===== src/rtl/eth_axis_pkt_gen.sv =====
// eth_axis_pkt_gen: Ethernet test-frame source (no FCS) feeding a 64-bit AXI-Stream MAC tx port; `define TXGEN_ERRINJ_EN adds ErrInj.
// Latency: first beat two clocks after Enable rises (IDLE->LOAD->SEND); IFG_CYCLES idle clocks between frames, LOAD included.
// Backpressure: tready low freezes the current beat; tvalid/tdata/tkeep/tlast hold until the beat is accepted.
module eth_axis_pkt_gen #(
    parameter logic [47:0] DST_MAC    = 48'hFFFF_FFFF_FFFF,
    parameter logic [47:0] SRC_MAC    = 48'h0002_0304_0506,
    parameter logic [15:0] ETHERTYPE  = 16'h88B5,
    parameter int          IFG_CYCLES = 4
) (
    input  logic        tx_axis_fifo_aclk,
    input  logic        tx_axis_aresetn,
`ifdef TXGEN_ERRINJ_EN
    input  logic        ErrInj,
`endif
    input  logic        Enable,
    input  logic [10:0] PkgLen,
    input  logic [31:0] PkgNum,
    input  logic        CntClr,
    output logic [63:0] tx_axis_fifo_tdata,
    output logic [7:0]  tx_axis_fifo_tkeep,
    output logic        tx_axis_fifo_tvalid,
    output logic        tx_axis_fifo_tlast,
    input  logic        tx_axis_fifo_tready,
    output logic [31:0] TxGen_Cnt,
    output logic        Busy,
    output logic        Done
);

    typedef enum logic [2:0] {S_IDLE, S_LOAD, S_SEND, S_GAP, S_DONE} state_t;

    // LOAD is itself one idle clock, so GAP only covers the remaining IFG_CYCLES-1 clocks.
    localparam logic [15:0] GAP_LAST = (IFG_CYCLES >= 2) ? 16'(IFG_CYCLES - 2) : 16'd0;

    state_t      state_q, state_d;
    logic [31:0] num_q, num_d;
    logic [31:0] run_q, run_d;
    logic [31:0] seq_q, seq_d;
    logic [31:0] cnt_q, cnt_d;
    logic [7:0]  beat_q, beat_d;
    logic [7:0]  last_beat_q, last_beat_d;
    logic [7:0]  last_keep_q, last_keep_d;
    logic [15:0] gap_q, gap_d;

    logic [10:0] len_clamped;
    logic        hs;
    logic        err_frame;

    // Clamp the requested length into the legal untagged frame range (no FCS).
    always_comb begin
        len_clamped = PkgLen;
        if (PkgLen < 11'd60) begin
            len_clamped = 11'd60;
        end else if (PkgLen > 11'd1514) begin
            len_clamped = 11'd1514;
        end
    end

    assign tx_axis_fifo_tvalid = (state_q == S_SEND);
    assign tx_axis_fifo_tlast  = tx_axis_fifo_tvalid && (beat_q == last_beat_q);
    assign tx_axis_fifo_tkeep  = !tx_axis_fifo_tvalid ? 8'h00 :
                                 (tx_axis_fifo_tlast ? last_keep_q : 8'hFF);
    assign hs        = tx_axis_fifo_tvalid && tx_axis_fifo_tready;
    assign TxGen_Cnt = cnt_q;
    assign Busy      = (state_q != S_IDLE) && (state_q != S_DONE);
    assign Done      = (state_q == S_DONE);

    // Beat payload is a pure function of held state, so it stays stable while stalled.
    always_comb begin
        logic [143:0] hdr;
        logic [143:0] hdr_sh;
        logic [10:0]  idx;
        logic [7:0]   b;
        hdr    = {DST_MAC, SRC_MAC, ETHERTYPE, seq_q};
        hdr_sh = '0;
        idx    = '0;
        b      = '0;
        tx_axis_fifo_tdata = '0;
        for (int n = 0; n < 8; n++) begin
            idx    = {beat_q, 3'(n)};
            hdr_sh = hdr << {idx[4:0], 3'b000};
            b      = (idx < 11'd18) ? 8'(hdr_sh >> 136) : idx[7:0];
            if ((idx == 11'd18) && err_frame) begin
                b = ~b;
            end
            if (tx_axis_fifo_tkeep[n]) begin
                tx_axis_fifo_tdata[8*n +: 8] = b;
            end
        end
    end

    // Next-state logic for the run/frame sequencer and the frame counter.
    always_comb begin
        state_d     = state_q;
        num_d       = num_q;
        run_d       = run_q;
        seq_d       = seq_q;
        beat_d      = beat_q;
        last_beat_d = last_beat_q;
        last_keep_d = last_keep_q;
        gap_d       = gap_q;
        case (state_q)
            S_IDLE: begin
                if (Enable) begin
                    num_d   = PkgNum;
                    run_d   = '0;
                    seq_d   = '0;
                    state_d = S_LOAD;
                end
            end
            S_LOAD: begin
                last_beat_d = 8'((len_clamped - 11'd1) >> 3);
                last_keep_d = (len_clamped[2:0] == 3'd0) ? 8'hFF : ~(8'hFF << len_clamped[2:0]);
                beat_d      = '0;
                state_d     = S_SEND;
            end
            S_SEND: begin
                if (hs && !tx_axis_fifo_tlast) begin
                    beat_d = beat_q + 8'd1;
                end else if (hs) begin
                    seq_d = seq_q + 32'd1;
                    run_d = run_q + 32'd1;
                    gap_d = '0;
                    if ((num_q != 32'd0) && (run_q + 32'd1 == num_q)) begin
                        state_d = S_DONE;
                    end else if (!Enable) begin
                        state_d = S_IDLE;
                    end else if (IFG_CYCLES >= 2) begin
                        state_d = S_GAP;
                    end else begin
                        state_d = S_LOAD;
                    end
                end
            end
            S_GAP: begin
                if (gap_q == GAP_LAST) begin
                    state_d = Enable ? S_LOAD : S_IDLE;
                end else begin
                    gap_d = gap_q + 16'd1;
                end
            end
            S_DONE: begin
                if (!Enable) begin
                    state_d = S_IDLE;
                end
            end
            default: state_d = S_IDLE;
        endcase

        // Clear takes priority over a same-clock frame completion.
        cnt_d = cnt_q;
        if (CntClr) begin
            cnt_d = '0;
        end else if (hs && tx_axis_fifo_tlast) begin
            cnt_d = cnt_q + 32'd1;
        end
    end

    // State registers with synchronous active-low reset.
    always_ff @(posedge tx_axis_fifo_aclk) begin
        if (!tx_axis_aresetn) begin
            state_q     <= S_IDLE;
            num_q       <= '0;
            run_q       <= '0;
            seq_q       <= '0;
            cnt_q       <= '0;
            beat_q      <= '0;
            last_beat_q <= '0;
            last_keep_q <= '0;
            gap_q       <= '0;
        end else begin
            state_q     <= state_d;
            num_q       <= num_d;
            run_q       <= run_d;
            seq_q       <= seq_d;
            cnt_q       <= cnt_d;
            beat_q      <= beat_d;
            last_beat_q <= last_beat_d;
            last_keep_q <= last_keep_d;
            gap_q       <= gap_d;
        end
    end

`ifdef TXGEN_ERRINJ_EN
    logic arm_q, arm_d;
    logic err_frame_q, err_frame_d;

    // One-shot arm: consumed by the next LOAD; a pulse coinciding with LOAD arms the frame after.
    always_comb begin
        arm_d       = arm_q | ErrInj;
        err_frame_d = err_frame_q;
        if (state_q == S_LOAD) begin
            err_frame_d = arm_q;
            arm_d       = ErrInj;
        end
    end

    // Error-injection flags.
    always_ff @(posedge tx_axis_fifo_aclk) begin
        if (!tx_axis_aresetn) begin
            arm_q       <= 1'b0;
            err_frame_q <= 1'b0;
        end else begin
            arm_q       <= arm_d;
            err_frame_q <= err_frame_d;
        end
    end

    assign err_frame = err_frame_q;
`else
    assign err_frame = 1'b0;
`endif

endmodule


===== config.mk =====
export PLATFORM = sky130hd
export DESIGN_NAME = eth_axis_pkt_gen
export DESIGN_NICKNAME = d
export VERILOG_FILES = /design/src/rtl/eth_axis_pkt_gen.sv
export SDC_FILE = /design/constraint.sdc
export NUM_CORES = 1
export LEC_CHECK = 0
export BUFFER_PORTS_ARGS = -buffer_cell sky130_fd_sc_hd__buf_2
export CAP_MARGIN = 40
export CORE_UTILIZATION = 30
export DETAILED_ROUTE_END_ITERATION = 8
export HOLD_SLACK_MARGIN = 0.03
export PLACE_DENSITY_LB_ADDON = 0.3
export SLEW_MARGIN = 20
export SYNTH_ARGS = -nofsm -noshare
export SYNTH_HDL_FRONTEND = slang
export SYNTH_SLANG_ARGS = --single-unit

===== constraint.sdc =====
create_clock -name tx_axis_fifo_aclk -period 4.1 [get_ports tx_axis_fifo_aclk]
set_input_delay 0.82 -clock tx_axis_fifo_aclk [delete_from_list [all_inputs] [get_ports tx_axis_fifo_aclk]]
set_output_delay 0.82 -clock tx_axis_fifo_aclk [all_outputs]
set_load 0.02 [all_outputs]

== After elaboration in Yosys (flattened, before gate mapping) ==
Cells that the tools add are included.

* $add $sub $neg: 6
* Multipliers: 0
* Div/mod/pow operators: 0
* Magnitude comparators: 10
* Eq/ne operators: 15
* Shift operators: 9
* Multiplexer cells: 43
* Bitwise logic cells: 2
* Reductions and logical operators: 20

{| class="wikitable"
|+ Operators with widths
! operator !! count
|-
| 144-bit by 8-bit left shift with 144-bit output || 8
|-
| 32-bit 2-to-1 mux || 5
|-
| 8-bit 2-to-1 mux || 20
|-
| 32-bit case mux with 2 select lines || 2
|-
| 32-bit by 1-bit adder with 32-bit output, second input constant || 3
|-
| 11-bit by 5-bit less-than comparator with 1-bit output, second input constant || 8
|-
| 16-bit 2-to-1 mux || 3
|-
| 32-bit equality test || 1
|-
| 16-bit case mux with 2 select lines || 1
|-
| 32-bit nonzero test || 1
|-
| 11-bit 2-to-1 mux || 2
|-
| 3-bit 2-to-1 mux || 6
|-
| 16-bit by 1-bit adder with 16-bit output, second input constant || 1
|-
| 16-bit by 2-bit equality test with 1-bit output, second input constant || 1
|-
| 8-bit case mux with 2 select lines || 1
|-
| 3-bit case mux with 5 select lines || 1
|-
| 11-bit greater-than comparator, second input constant || 1
|-
| 11-bit by 6-bit less-than comparator with 1-bit output, second input constant || 1
|-
| 11-bit by 1-bit subtractor with 11-bit output, second input constant || 1
|-
| 2-bit != test, second input constant || 5
|-
| 8-bit by 1-bit adder with 8-bit output, second input constant || 1
|-
| 8-bit equality test || 1
|-
| 8-bit NOT || 1
|-
| 4-bit AND reduction || 2
|-
| other kinds (17) || 28
|}

* Flip-flop bits (word level): 171
* Bits in latches: 0
* Memory bits (writable): 0
* Memory bits (read-only): 0
* Input bits: 48
* Output and inout bits: 108
* Word-level logic and storage cells: 114
* Memories: 0

== Logic depth before layout (Yosys ltp) ==
* Depth after elaboration: 7
* Gate-level depth with buffers: 10
* Mapped depth without buffers: 9

== Worst setup path before layout ==
No wires, ideal clock.

* Path kind: flip-flop to output port
* From: reg state_q[1]
* To: out tx_axis_fifo_tdata[59]
* Arrival time: 2.475 ns
* Data required time: 3.280 ns
* Setup slack: 0.805 ns
* Cell stages (with the launch flop): 8
* Buffers on the path: 3
* Cell sequence: dfxtp_1 > or3b_1 > buf_2 > clkinv_2 > clkbuf_1 > clkbuf_1 > o21ai_1 > a211oi_1

* Longest elaborated chain between the ends: 5

{| class="wikitable"
|+ Ends and longest elaborated chain
! item !! line !! source
|-
| from (decl) || 34 || <nowiki>state_t state_q, state_d;</nowiki>
|-
| from (signal assigned) || 171 || <nowiki>state_q <= state_d;</nowiki>
|-
| 3-bit by 2-bit equality test with 1-bit output * || 58 || <nowiki>assign tx_axis_fifo_tvalid = (state_q == S_SEND);</nowiki>
|-
| named net tx_axis_fifo_tvalid || 21 || <nowiki>output logic tx_axis_fifo_tvalid,</nowiki>
|-
| 1-bit logical AND || 59 || <nowiki>assign tx_axis_fifo_tlast = tx_axis_fifo_tvalid && (beat_q == last_beat_q);</nowiki>
|-
| 8-bit 2-to-1 mux || 61 || <nowiki>(tx_axis_fifo_tlast ? last_keep_q : 8'hFF);</nowiki>
|-
| 8-bit 2-to-1 mux * || 60 || <nowiki>assign tx_axis_fifo_tkeep = !tx_axis_fifo_tvalid ? 8'h00 :</nowiki>
|-
| 8-bit 2-to-1 mux * || 85 || <nowiki>if (tx_axis_fifo_tkeep[n]) begin</nowiki>
|-
| to (decl) || 19 || <nowiki>output logic [63:0] tx_axis_fifo_tdata,</nowiki>
|}

Mark *: on every way through the listed nets, which the timed path passes. The rest lies on a longest branch.

== Worst setup path in the final report ==
* From: reg beat_q[1]
* To: out tx_axis_fifo_tdata[23]

* Longest elaborated chain between the ends: 5

{| class="wikitable"
|+ Ends and longest elaborated chain
! item !! line !! source
|-
| from (decl) || 39 || <nowiki>logic [7:0] beat_q, beat_d;</nowiki>
|-
| from (signal assigned) || 176 || <nowiki>beat_q <= beat_d;</nowiki>
|-
| parallel branches: the longest is 4 deep, another holds 144-bit by 8-bit left shift with 144-bit output || n/a ||
|-
| 8-bit 2-to-1 mux * || 85 ||
|}

Mark *: on every way between the ends.

==> impl_metrics.tcl <==
set metrics [dict create \
    status "complete, no violations" \
    ys_seq_area_share_pct 34.48 \
    core_um2 32540 \
    root_buffer "clkbuf_16" \
    first_global_vias 9193 \
    slew_violations 0 \
    yosysUniqueCellTypes 75 \
    area_growth_pct 17.48 \
    setup_ws_ns 0.2570 \
    drcViolationCount 0 \
    initial_core_util_pct 30.51 \
    synth-edff-count 0 \
    crit_path_start_kind "flip-flop" \
    vias 9867 \
    synth.most_common_cell "nor2_1" \
    setup_violations 0 \
    place_hpwl_um 21710 \
    timing.final.crit_share_pct 93.73 \
    hold_violations 0 \
    viasPerCell 5.193 \
    p_leak_uw 0.004526 \
    postRouteAntennaNets 0 \
    cts_max_path_buffers 2 \
    pre_cts_ws_ns 0.6898 \
    first_pass_iters 5 \
    numCtsBuffers 17 \
    synth_nets 1392 \
    cp-end-kind "output pin" \
    ys.flop_type "dfxtp_1" \
    fin_hold_ws_ns 0.4601 \
    dieArea_um2 33830 \
    yosysWarnings 0 \
    yosysTopAreaCellShare_pct 34.48 \
    ir_drop_mv 0.3174 \
    nNetsFinal 1504 \
    async_flop_share_pct 0 \
    cp_max_fo 13 \
    grt_remaining_overflow 0 \
    grt_usage_pct 17.74 \
    wl_per_cell_um 15.70 \
    port_buffers 155 \
    max-slew-margin-rel_pct 44.98 \
    grt_pass1_wl_um 48220 \
    critical_path_class "reg2out" \
    drive_gt1_share_pct 15.99 \
    period_needed_ns 3.843 \
    nFillCells 3482 \
    clock_sink_count 171 \
    cellPowerDensity_nw_per_um2 377.7 \
    drv_cap 0 \
    rsz0062_at_grt "false" \
    grt_max_degree 35 \
    cp.arrival_ns 3.02 \
    postCtsHoldBufs 0 \
    gp_congestion 0.9029 \
    num_rows 66 \
    insertion_delay_ns 0.43 \
    avgSynthCellArea_um2 7.448 \
    synth.area.top_cells "dfxtp_1, nor2_1, a21oi_1" \
    cts_tree "built" \
    ioPinCount 156 \
    antenna_found_initial 1 \
    die_h_um 183.9 \
    htree_levels 4 \
    worstMarginPinSlew_ns 0.8245 \
    synth_common_cells "nor2_1, dfxtp_1, nand2_1, a21oi_1, xnor2_1" \
    hp-class "reg2reg" \
    routed_wl_um 29830 \
    timing.setup.tns_ns 0 \
    die_w_um 183.9 \
    synth-seq-cells 171 \
    clock_skew_ns 0.01209 \
    drt-initial-drc-count 712 \
    syn-instance-count 1333 \
    clk_pin_slew_ns 0.07 \
    synth_top_area_cell "dfxtp_1" \
    syn_area_um2 9928 \
    worstPathRequired_ns 3.28 \
    fmax_mhz 260.2 \
]
[cell usage in the layout (no fill, tap or decap), drive strengths merged, types with 6 or more instances in the layout]
cell type  count
nand2        144
ha            11
a211oi         6
dfxtp        171
nand3b         7
a31oi         10
nor2b         10
xnor2         76
nand4         42
or3           28
nor2         188
clkbuf        19
and4          14
and2          16
nor3          39
buf          172
inv           59
and3          30
nor4          42
o21ai         72
a21oi        135
o211ai         6
nand3         52
xor2          40
[kinds of logic after synthesis]
group / Yosys count / share of synthesized area [%]
simple gates: 628 / 32.39
compound gates: 273 / 15.93
flops: 171 / 34.48
buf+inv: 132 / 5.369
xor+xnor: 116 / 10.23
fa+ha+maj: 11 / 1.386
mux: 2 / 0.2142
[per-layer routing]
layer  up-vias  track usage [%]  routed length (µm)
met3        35            2.773                1709
met2       295            28.18               13310
met5         -                0                   0
met1      4642            24.35               14260
met4         0            5.733                 558
li1       4895                -                   -
[final cells by class]
| cell class | count | area [µm²] | share of cell area (%) |
|---|---|---|---|
| Multi-Input combinational cell | 1030 | 5974 | 51.22 |
| Sequential cell | 171 | 3425 | 29.36 |
| Timing Repair Buffer | 172 | 927.1 | 7.949 |
| Tap cell | 442 | 553.0 | 4.741 |
| Clock buffer | 19 | 452.9 | 3.883 |
| Inverter | 53 | 200.2 | 1.716 |
| Clock inverter | 12 | 128.9 | 1.105 |
| Antenna cell | 1 | 2.502 | 0.02145 |
[through the flow]
step | util, % | power (µW) | std cells | instance area [µm²]
2_1_floorplan | - | 2458 | 1333 | 9928
3_3_place_gp | 33.93 | 2792 | 1866 | 11040
3_5_place_dp | 34.01 | 2799 | 1867 | 11070
4_1_cts | 35.80 | 4443 | 1898 | 11650
5_1_grt | 35.85 | 4630 | 1900 | 11660
6_report | 35.85 | 4405 | 1900 | 11660
[repair_timing]
action / CTS / global route
gates resized for setup: 0 / 2
buffers inserted: 0 / 0
endpoints found under the setup margin: 0 / 5
[flip-flops by register name, indices dropped and copies added, names as in the netlist]
| name | count |
|---|---|
| num_q | 32 |
| beat_q | 8 |
| last_beat_q | 8 |
| run_q | 32 |
| state_q | 3 |
| last_keep_q | 8 |
| seq_q | 32 |
| gap_q | 16 |
| TxGen_Cnt | 32 |
[power by group]
part / switching, µW / total, µW / internal, µW
clock network: 750 / 1640 / 887
registers: 66.9 / 1780 / 1720
logic: 679 / 985 / 306
[worst paths after layout]
| check | from | endpoint | slack (ns) | cells past startpoint |
|---|---|---|---|---|
| worst max-delay path | beat_q[1] | tx_axis_fifo_tdata[23] | 0.26 | 8 |
| worst min-delay path | last_keep_q[4] | last_keep_q[4] | 0.46 | 2 |
| worst max register to register | beat_q[1] | TxGen_Cnt[28] | 1.03 | 7 |
| worst min register to register | last_keep_q[4] | last_keep_q[4] | 0.46 | 2 |
[critical path, cell delays in order (launching register included)]
cell and delay, ns:
dfxtp_1 0.65, xnor2_1 0.18, and4_1 0.27, nand2_1 0.36, nor2_1 0.08, nor2_1 0.36
o21ai_0 0.34, nor2_1 0.17, buf_2 0.17
Power figures use the tool's default switching activity.
